<file path="config.mk">
export PLATFORM = sky130hd
export DESIGN_NAME = uart_tx_scheduler
export DESIGN_NICKNAME = d
export VERILOG_FILES = /design/src/rtl/uart_tx_scheduler_pkg.sv /design/src/rtl/uart_tx_scheduler_rr_arbiter2.sv /design/src/rtl/uart_tx_scheduler.sv
export SDC_FILE = /design/constraint.sdc
export NUM_CORES = 1
export LEC_CHECK = 0
export BUFFER_PORTS_ARGS = -buffer_cell sky130_fd_sc_hd__buf_2
export CAP_MARGIN = 5
export CORE_MARGIN = 8
export CORE_UTILIZATION = 39
export DETAILED_ROUTE_END_ITERATION = 16
export SYNTH_ARGS = -nofsm -noshare
export SYNTH_HDL_FRONTEND = slang
export SYNTH_SLANG_ARGS = --single-unit
export TNS_END_PERCENT = 1
</file>
<file path="constraint.sdc">
create_clock -name clock_i -period 3.5 [get_ports clock_i]
set_clock_uncertainty 0.15 [all_clocks]
set_input_delay 0.7 -clock clock_i [delete_from_list [all_inputs] [get_ports clock_i]]
set_output_delay 0.7 -clock clock_i [all_outputs]
set_load 0.02 [all_outputs]
</file>
<file path="src/rtl/uart_tx_scheduler_pkg.sv">
// -----------------------------------------------------------------------------
// uart_tx_scheduler_pkg
// Shared definitions for the UART/IR transmit scheduler: FSM state encoding
// and the indices of the two byte sources that compete for the transmitter.
// -----------------------------------------------------------------------------
package uart_tx_scheduler_pkg;

  typedef enum logic [1:0] {
    IDLE = 2'd0,  // waiting for a request; the only state that samples req*
    LOAD = 2'd1,  // one-cycle start/ack strobe
    WAIT = 2'd2,  // frame in flight, watchdog running
    GAP  = 2'd3   // enforced idle time between frames
  } state_e;

  localparam logic REQ_SW   = 1'b0;  // manual switch/button send
  localparam logic REQ_ECHO = 1'b1;  // auto-echo of received bytes

endpackage

</file>
<file path="src/rtl/uart_tx_scheduler_rr_arbiter2.sv">
// -----------------------------------------------------------------------------
// rr_arbiter2
// Two-way round-robin arbiter. The winner is combinational from the request
// lines and the priority pointer; the pointer moves only on an update strobe,
// so a grant that never reaches LOAD leaves priority untouched.
//
// Ports:
//   clock_i   system clock
//   reset_i   synchronous active-low reset (pointer -> REQ_SW)
//   req0_i    request from requester 0
//   req1_i    request from requester 1
//   upd_i     pointer update strobe
//   last_i    requester that was just served; pointer becomes ~last_i
//   grant_o   at least one request is active
//   winner_o  index of the winning requester (valid when grant_o)
// -----------------------------------------------------------------------------
module rr_arbiter2
  import uart_tx_scheduler_pkg::*;
(
  input  logic clock_i,
  input  logic reset_i,
  input  logic req0_i,
  input  logic req1_i,
  input  logic upd_i,
  input  logic last_i,
  output logic grant_o,
  output logic winner_o
);

  logic rr_q;

  // NOTE: sequential state uses non-blocking assignments so every register
  // in the design updates from the same pre-edge values.
  always_ff @(posedge clock_i) begin
    if (!reset_i) begin
      rr_q <= REQ_SW;
    end else if (upd_i) begin
      rr_q <= ~last_i;
    end
  end

  // NOTE: both outputs are assigned on every path, so no latch is inferred.
  always_comb begin
    grant_o  = req0_i | req1_i;
    winner_o = (req0_i && req1_i) ? rr_q : req1_i;
  end

endmodule

</file>
<file path="src/rtl/uart_tx_scheduler.sv">
// -----------------------------------------------------------------------------
// uart_tx_scheduler
// Shares the single UART/IR transmit path between the switch sender (req0)
// and the receive auto-echo (req1). Arbitrates round-robin, loads the winning
// byte, waits for tx_done with a baud-tick watchdog, then enforces an
// inter-frame gap before the next grant.
//
// Ports:
//   clock_i        system clock
//   reset_i        synchronous active-low reset
//   baud_i         one-cycle baud tick
//   req0_i/data0_i requester 0 request (held until ack0) and byte
//   req1_i/data1_i requester 1 request (held until ack1) and byte
//   tx_done_i      one-cycle pulse: frame finished
//   ack0_o/ack1_o  one-cycle pulse: corresponding data captured
//   tx_data_o      byte for the parity generator / sender shift register
//   tx_start_o     one-cycle pulse: load and start the frame
//   busy_o         high in any state other than IDLE
//   owner_o        requester of the current or last frame
//   timeout_err_o  sticky watchdog flag, cleared only by reset
// -----------------------------------------------------------------------------
module uart_tx_scheduler
  import uart_tx_scheduler_pkg::*;
#(
  parameter int GAP_TICKS     = 2,
  parameter int TIMEOUT_TICKS = 16,
  parameter int CNT_W         = 5
) (
  input  logic       clock_i,
  input  logic       reset_i,
  input  logic       baud_i,
  input  logic       req0_i,
  input  logic [7:0] data0_i,
  input  logic       req1_i,
  input  logic [7:0] data1_i,
  input  logic       tx_done_i,
  output logic       ack0_o,
  output logic       ack1_o,
  output logic [7:0] tx_data_o,
  output logic       tx_start_o,
  output logic       busy_o,
  output logic       owner_o,
  output logic       timeout_err_o
);

  localparam logic [CNT_W-1:0] GAP_LIM = CNT_W'(GAP_TICKS);
  localparam logic [CNT_W-1:0] TO_LIM  = CNT_W'(TIMEOUT_TICKS);
  localparam bit               NO_GAP  = (GAP_TICKS == 0);

  state_e           state_q;
  logic [CNT_W-1:0] cnt_q;
  logic [CNT_W-1:0] cnt_inc;
  logic [7:0]       tx_data_q;
  logic             owner_q;
  logic             tx_start_q;
  logic             ack0_q;
  logic             ack1_q;
  logic             busy_q;
  logic             timeout_err_q;
  logic             grant;
  logic             winner;

  rr_arbiter2 u_arb (
    .clock_i  (clock_i),
    .reset_i  (reset_i),
    .req0_i   (req0_i),
    .req1_i   (req1_i),
    .upd_i    (state_q == LOAD),
    .last_i   (owner_q),
    .grant_o  (grant),
    .winner_o (winner)
  );

  // Saturating increment: the counter sticks at all-ones instead of wrapping.
  always_comb begin
    cnt_inc = (&cnt_q) ? cnt_q : cnt_q + CNT_W'(1);
  end

  always_ff @(posedge clock_i) begin
    // NOTE: the reset is sampled on the clock edge like any other input, so
    // it sits inside the clocked block rather than in the sensitivity list.
    if (!reset_i) begin
      state_q       <= IDLE;
      cnt_q         <= '0;
      tx_data_q     <= '0;
      owner_q       <= REQ_SW;
      tx_start_q    <= 1'b0;
      ack0_q        <= 1'b0;
      ack1_q        <= 1'b0;
      busy_q        <= 1'b0;
      timeout_err_q <= 1'b0;
    end else begin
      // Strobes default low so that they are high for the LOAD cycle only.
      tx_start_q <= 1'b0;
      ack0_q     <= 1'b0;
      ack1_q     <= 1'b0;

      case (state_q)
        IDLE: begin
          if (grant) begin
            tx_data_q  <= winner ? data1_i : data0_i;
            owner_q    <= winner;
            tx_start_q <= 1'b1;
            ack0_q     <= (winner == REQ_SW);
            ack1_q     <= (winner == REQ_ECHO);
            busy_q     <= 1'b1;
            state_q    <= LOAD;
          end
        end

        LOAD: begin
          cnt_q   <= '0;
          state_q <= WAIT;
        end

        WAIT: begin
          // tx_done has priority over a coincident timeout tick.
          if (tx_done_i) begin
            cnt_q   <= '0;
            state_q <= GAP;
          end else if (baud_i) begin
            if (cnt_inc >= TO_LIM) begin
              timeout_err_q <= 1'b1;
              cnt_q         <= '0;
              state_q       <= GAP;
            end else begin
              cnt_q <= cnt_inc;
            end
          end
        end

        GAP: begin
          if (NO_GAP) begin
            busy_q  <= 1'b0;
            state_q <= IDLE;
          end else if (baud_i) begin
            if (cnt_inc >= GAP_LIM) begin
              cnt_q   <= '0;
              busy_q  <= 1'b0;
              state_q <= IDLE;
            end else begin
              cnt_q <= cnt_inc;
            end
          end
        end

        default: state_q <= IDLE;
      endcase
    end
  end

  assign tx_data_o     = tx_data_q;
  assign tx_start_o    = tx_start_q;
  assign ack0_o        = ack0_q;
  assign ack1_o        = ack1_q;
  assign busy_o        = busy_q;
  assign owner_o       = owner_q;
  assign timeout_err_o = timeout_err_q;

endmodule

</file>
# After elaboration in Yosys (flattened, before gate mapping)
# Index checks and enable logic that the tools add are counted.
[word_totals]
latchBits = 0
mem_bits_rw = 0
reg_bits = 22
elab_cells = 58
memories = 0
input_bits = 22
romBits = 0
output_inout_bits = 14
[op_classes]
n_div = 0
shifts = 0
eq_ne = 8
n_mux = 21
bitwise = 4
addsub = 1
reduce_logical = 12
n_mul = 0
magnitude_cmp = 2
[op_table]
columns = ["op", "n"]
rows = [
  ["2-to-1 mux 5 bit", 6],
  ["one-hot mux 5 bit (3 select lines)", 1],
  ["2-to-1 mux 2 bit", 6],
  ["AND reduction 5 bit", 2],
  ["2-to-1 mux 8 bit", 1],
  ["one-hot mux 2 bit (4 select lines)", 1],
  ["AND reduction 4 bit", 2],
  ["!= test 2 bit (second input constant)", 3],
  ["!= test 3 bit (second input constant)", 2],
  ["AND reduction 3 bit", 2],
  ["adder 5 x 1 -> 5 bit (second input constant)", 1],
  [">= comparator 5 x 2 -> 1 bit (second input constant)", 1],
  [">= comparator 5 bit (second input constant)", 1],
  ["2-to-1 mux 1 bit", 5],
  ["equality test 2 bit (second input constant)", 2],
  ["AND reduction 2 bit", 2],
  ["NOT 1 bit", 3],
  ["nonzero test 3 bit", 1],
  ["equality test 2 x 1 -> 1 bit (second input constant)", 1],
  ["zero test 2 bit", 1],
  ["one-hot mux 1 bit (2 select lines)", 1],
  ["nonzero test 2 bit", 1],
  ["logical AND 1 bit", 1],
  ["bitwise OR 1 bit", 1],
]

# Logic depth before layout (Yosys ltp)
[depth]
ltp_word = 7
depth_mapped = 7
mapped_depth_nobuf = 7

# Hierarchy
# A second synthesis with hierarchy kept.
[hier_totals]
cells_unflattened = 116
area_unflattened_um2 = 1068.5
[by_module_without_submodules]
columns = ["mod", "cells_per_inst", "instances", "area_per_inst_um2", "seq_area_each_um2"]
rows = [
  ["uart_tx_scheduler", 110, 1, 1017.2, 420.4],
  ["rr_arbiter2", 6, 1, 51.3, 20.0],
]

# Worst setup path after synthesis
# Ideal clock, no wire load.
[synth_timing]
path_type = "input to register"
start = "input port tx_done_i"
end = "register cnt_q[1]"
slack_ns = 1.746
stages = 5
arrival_time_ns = 1.489
t_required_ns = 3.235
n_path_buf = 0
setup_time_ns = 0.115
path_cell_list = "nor2b_1 -> nor2_1 -> o2111a_1 -> and2b_2 -> o21a_1"
[synth_between]
elab_chain_len = 2
word_cells_on_any_way = 4
cone_classes = "eq/ne: 1; mux: 2; reduce/logical: 1"
[synth_rtl]
columns = ["element", "line", "rtl"]
rows = [
  ["start: declaration", "uart_tx_scheduler.sv:36", "input logic tx_done_i,"],
  ["!= test 3 bit (no source line) or 2-to-1 mux 5 bit (tied branches)", "--", ""],
  ["AND reduction 3 bit (no source line) or one-hot mux 5 bit (3 select lines) (tied branches)", "--", ""],
  ["end signal: assignment", "uart_tx_scheduler.sv:127", "cnt_q <= cnt_inc;"],
  ["end signal: assignment", "uart_tx_scheduler.sv:142", "cnt_q <= cnt_inc;"],
  ["end: declaration", "uart_tx_scheduler.sv:51", "logic [CNT_W-1:0] cnt_q;"],
]
# Parallel ways exist; a longest one is shown, timed or not.
# A chain may end at the register's enable or synchronous reset.

# Worst setup path after layout
[layout_timing]
start = "register cnt_q[0]"
end = "register state_q[1]"
[layout_between]
elab_chain_len = 5
word_cells_on_any_way = 8
cone_classes = "add/sub: 1; order compare: 2; eq/ne: 2; mux: 1; reduce/logical: 2"
[layout_rtl]
columns = ["element", "line", "rtl"]
rows = [
  ["adder 5 x 1 -> 5 bit or AND reduction 5 bit (tied branches)", "uart_tx_scheduler.sv:76", "cnt_inc = (&cnt_q) ? cnt_q : cnt_q + CNT_W'(1);"],
  ["2-to-1 mux 5 bit *", "uart_tx_scheduler.sv:76", ""],
  [">= comparator 5 bit or >= comparator 5 x 2 -> 1 bit (tied branches)", "uart_tx_scheduler.sv:122, uart_tx_scheduler.sv:137", ""],
  ["!= test 3 bit (no source line) or != test 2 bit (tied branches)", "--", ""],
  ["AND reduction 5 bit (no source line) *", "--", ""],
  ["end signal: assignment", "uart_tx_scheduler.sv:83", "state_q <= IDLE;"],
  ["end signal: assignment", "uart_tx_scheduler.sv:120", "state_q <= GAP;"],
  ["end signal: assignment", "uart_tx_scheduler.sv:125", "state_q <= GAP;"],
  ["end: declaration", "uart_tx_scheduler.sv:50", "state_e state_q;"],
]
# Every way passes the cells marked *; elsewhere a longest branch is shown, timed or not.

==> results.sh <==
export IMPL_power_leakage_nw=0.743
export IMPL_cts_sinks=22
export IMPL_cts_buffer_depth=2
export IMPL_reg2reg_depth=6
export IMPL_seq_area_frac_synth=0.392
export IMPL_clk_pin_slew_ps=120
export IMPL_required_ps=3600
export IMPL_grt_max_degree=25
export IMPL_cp_arrival_ps=2020
export IMPL_hold_start="timeout_err_o"
export IMPL_end_kind="flop"
export IMPL_p_switching_uw=328
export IMPL_final_cell_area_mm2=0.00135
export IMPL_finalNonFillerCells=187
export IMPL_design_portCount=36
export IMPL_grt_pass1_vias=1066
export IMPL_clock_latency_ps=300
export IMPL_core_area_mm2=0.00276
export IMPL_place_area_mm2=0.00131
export IMPL_rows=19
export IMPL_worstReg2RegStart="cnt_q[0]"
export IMPL_cts_root_buf="clkbuf_4"
export IMPL_synth_distinct_cells=33
export IMPL_synth_top_area_share=0.392
export IMPL_dp_final_hpwl_um=1940
export IMPL_initial_core_util=0.407
export IMPL_routed_via_density=5.20
export IMPL_synthTopCellsByCount="dfxtp_1 (22), mux2i_1 (13), nand2_1 (13)"
export IMPL_clock_power_share=0.164
export IMPL_cts_max_level=1
export IMPL_ys_warn_count=0
export IMPL_combPwrFrac=0.429
export IMPL_final_core_util=0.489
export IMPL_area_growth_pct=20.0
export IMPL_clock_fmax_mhz=519
export IMPL_port_buffers=35
export IMPL_drive_gt1_frac=0.288
export IMPL_synthCells=122
export IMPL_avgRoutedWirePerCell_um=13.3
export IMPL_swShare=0.388
export IMPL_grt_usage=0.107
export IMPL_hold_path_endpoint="timeout_err_o"
export IMPL_period_share=0.551
export IMPL_multi_input_area_um2=628
export IMPL_synth_top_area_cell="dfxtp_1"
export IMPL_fillCellCount=262
export IMPL_gp_congestion=0.826
export IMPL_path_max_fanout=8
export IMPL_antenna_found_initial=0
export IMPL_die_h_um=69.7
export IMPL_timing_hold_ws_ps=336
export IMPL_routed_wl_um=2490
export IMPL_grt_pass1_wl_um=4440
export IMPL_synth_nets=149
export IMPL_p_seq_frac=0.407
export IMPL_dr_pass1_iters=4
export IMPL_drv_cap=0
export IMPL_status="complete, no violations"
export IMPL_ys_ff_latch=22
export IMPL_avgSynthCellArea_um2=9.21
export IMPL_drc=0
export IMPL_cts_inserted_buffers=3
export IMPL_seqCellArea_um2=440
export IMPL_cts_resized=0
export IMPL_rsz0062_at_grt="false"
export IMPL_num_vias=973
export IMPL_layout_min_cycle_time_ps=1930
export IMPL_startpoint_type="flop"
export IMPL_dp_cells=183
export IMPL_setup_viol=0
export IMPL_hold_depth=1
export IMPL_cts_tree="yes"
export IMPL_critPathLaunch="cnt_q[0]"
export IMPL_synth_edf_count=0
export IMPL_hold_class="reg -> reg"
export IMPL_cts_setup_buffers=0
export IMPL_critPathKind="reg -> reg"
export IMPL_dpl_worst_slack_ps=1540
export IMPL_slew_viol_final=0
export IMPL_worst_slew_pin_transition_ps=626
export IMPL_p_per_area_mw_per_mm2=627
export IMPL_synth_area_top_cells="dfxtp_1 (39%), mux2i_1 (12%), o211a_1 (7.1%), ha_1 (5.6%), nand2_1 (4.3%)"
export IMPL_rr_endpoint="state_q[1]"
export IMPL_holdBufCountCts=0
export IMPL_synth_most_common_cell="dfxtp_1"
export IMPL_maxSlewHeadroom=0.582
export IMPL_finalPower_uw=846
export IMPL_die_x_um=69.7
export IMPL_finalHoldViolCount=0
export IMPL_p_int_uw=518
export IMPL_drt_iter0_markers=41
export IMPL_overflow=0
export IMPL_synthArstFlopShare=0
export IMPL_fin_tns_setup_ps=0
export IMPL_postRouteAntennaNets=0
export IMPL_vdd_ir_drop_max_mv=0.479
export IMPL_num_antenna_cells=0
export IMPL_synth_ff_type="dfxtp_1"
export IMPL_finalNetCount=184
export IMPL_dieArea_mm2=0.00485
export IMPL_layout_setup_ws_ps=1570
export IMPL_netlist_area_mm2=0.00112
export IMPL_reg2reg_setup_slack_ps=1570
[registers in the layout (all words and copies together) (netlist names)]
signal / cells
busy_o: 1
tx_data_o: 8
owner_o: 1
cnt_q: 5
state_q: 2
tx_start_o: 1
timeout_err_o: 1
ack1_o: 1
u_arb.rr_q: 1
ack0_o: 1
[how the worst max path moves through the flow]
stage	to	slack [ps]
detailed placement	cnt_q[0]	1540
CTS	state_q[1]	1560
finish	state_q[1]	1570
floorplan	cnt_q[1]	1750
global placement	cnt_q[0]	1580
global route	cnt_q[0]	1400
[cells by family (layout without fill, tap and decap cells)]
group / after synthesis / count (layout) / share of synthesized area
buffers and inverters: 12 / 46 / 0.0490
AND/OR/NAND/NOR: 41 / 41 / 0.188
adder cells (fa/ha/maj): 5 / 5 / 0.0557
AO/OA/AOI/OAI: 29 / 29 / 0.199
flip-flops: 22 / 22 / 0.392
multiplexers: 13 / 13 / 0.116
[layout by cell type (no fill, tap or decap), types with 2 or more instances in the layout]
master / synthesis / final
buf_2: 2 / 35
dfxtp_1: 22 / 22
nand2_1: 13 / 13
mux2i_1: 13 / 13
nor2_1: 8 / 8
o211a_1: 8 / 8
inv_1: 6 / 6
o21ai_0: 6 / 6
nor2b_1: 5 / 5
ha_1: 5 / 5
and2_1: 4 / 4
and3_1: 3 / 3
clkbuf_4: 0 / 3
a21oi_1: 2 / 2
nand4_1: 2 / 2
o21a_1: 2 / 2
a22oi_1: 2 / 2
[power groups by stage]
| stage | logic, mW | registers [mW] | clock network (mW) |
|---|---|---|---|
| floorplan | 0.216 | 0.398 | 0 |
| global placement | 0.360 | 0.346 | 0 |
| detailed placement | 0.367 | 0.350 | 0 |
| CTS | 0.368 | 0.345 | 0.147 |
| global route | 0.413 | 0.352 | 0.158 |
| finish | 0.363 | 0.344 | 0.139 |
[critical path, stage by stage (launching register included)]
cell and delay, ps:
dfxtp_1 450, ha_1 330, nand4_1 150, mux2i_1 220, o2111ai_1 240, nand3_2 160
mux2i_1 180
[cell type report]
cell class,count,area share
Multi-Input combinational cell,88,0.466
Sequential cell,22,0.327
Timing Repair Buffer,36,0.135
Tap cell,31,0.0288
Clock buffer,4,0.0269
Inverter,6,0.0167
[per-layer routing]
layer	GRT usage	vias to the layer above	wire length (um)
met5	0	-	0
met4	0.0268	0	17
met3	0.0544	2	171
met2	0.172	32	1110
met1	0.123	436	1200
li1	-	503	-
Note: power is estimated with default switching activity, not from simulation.
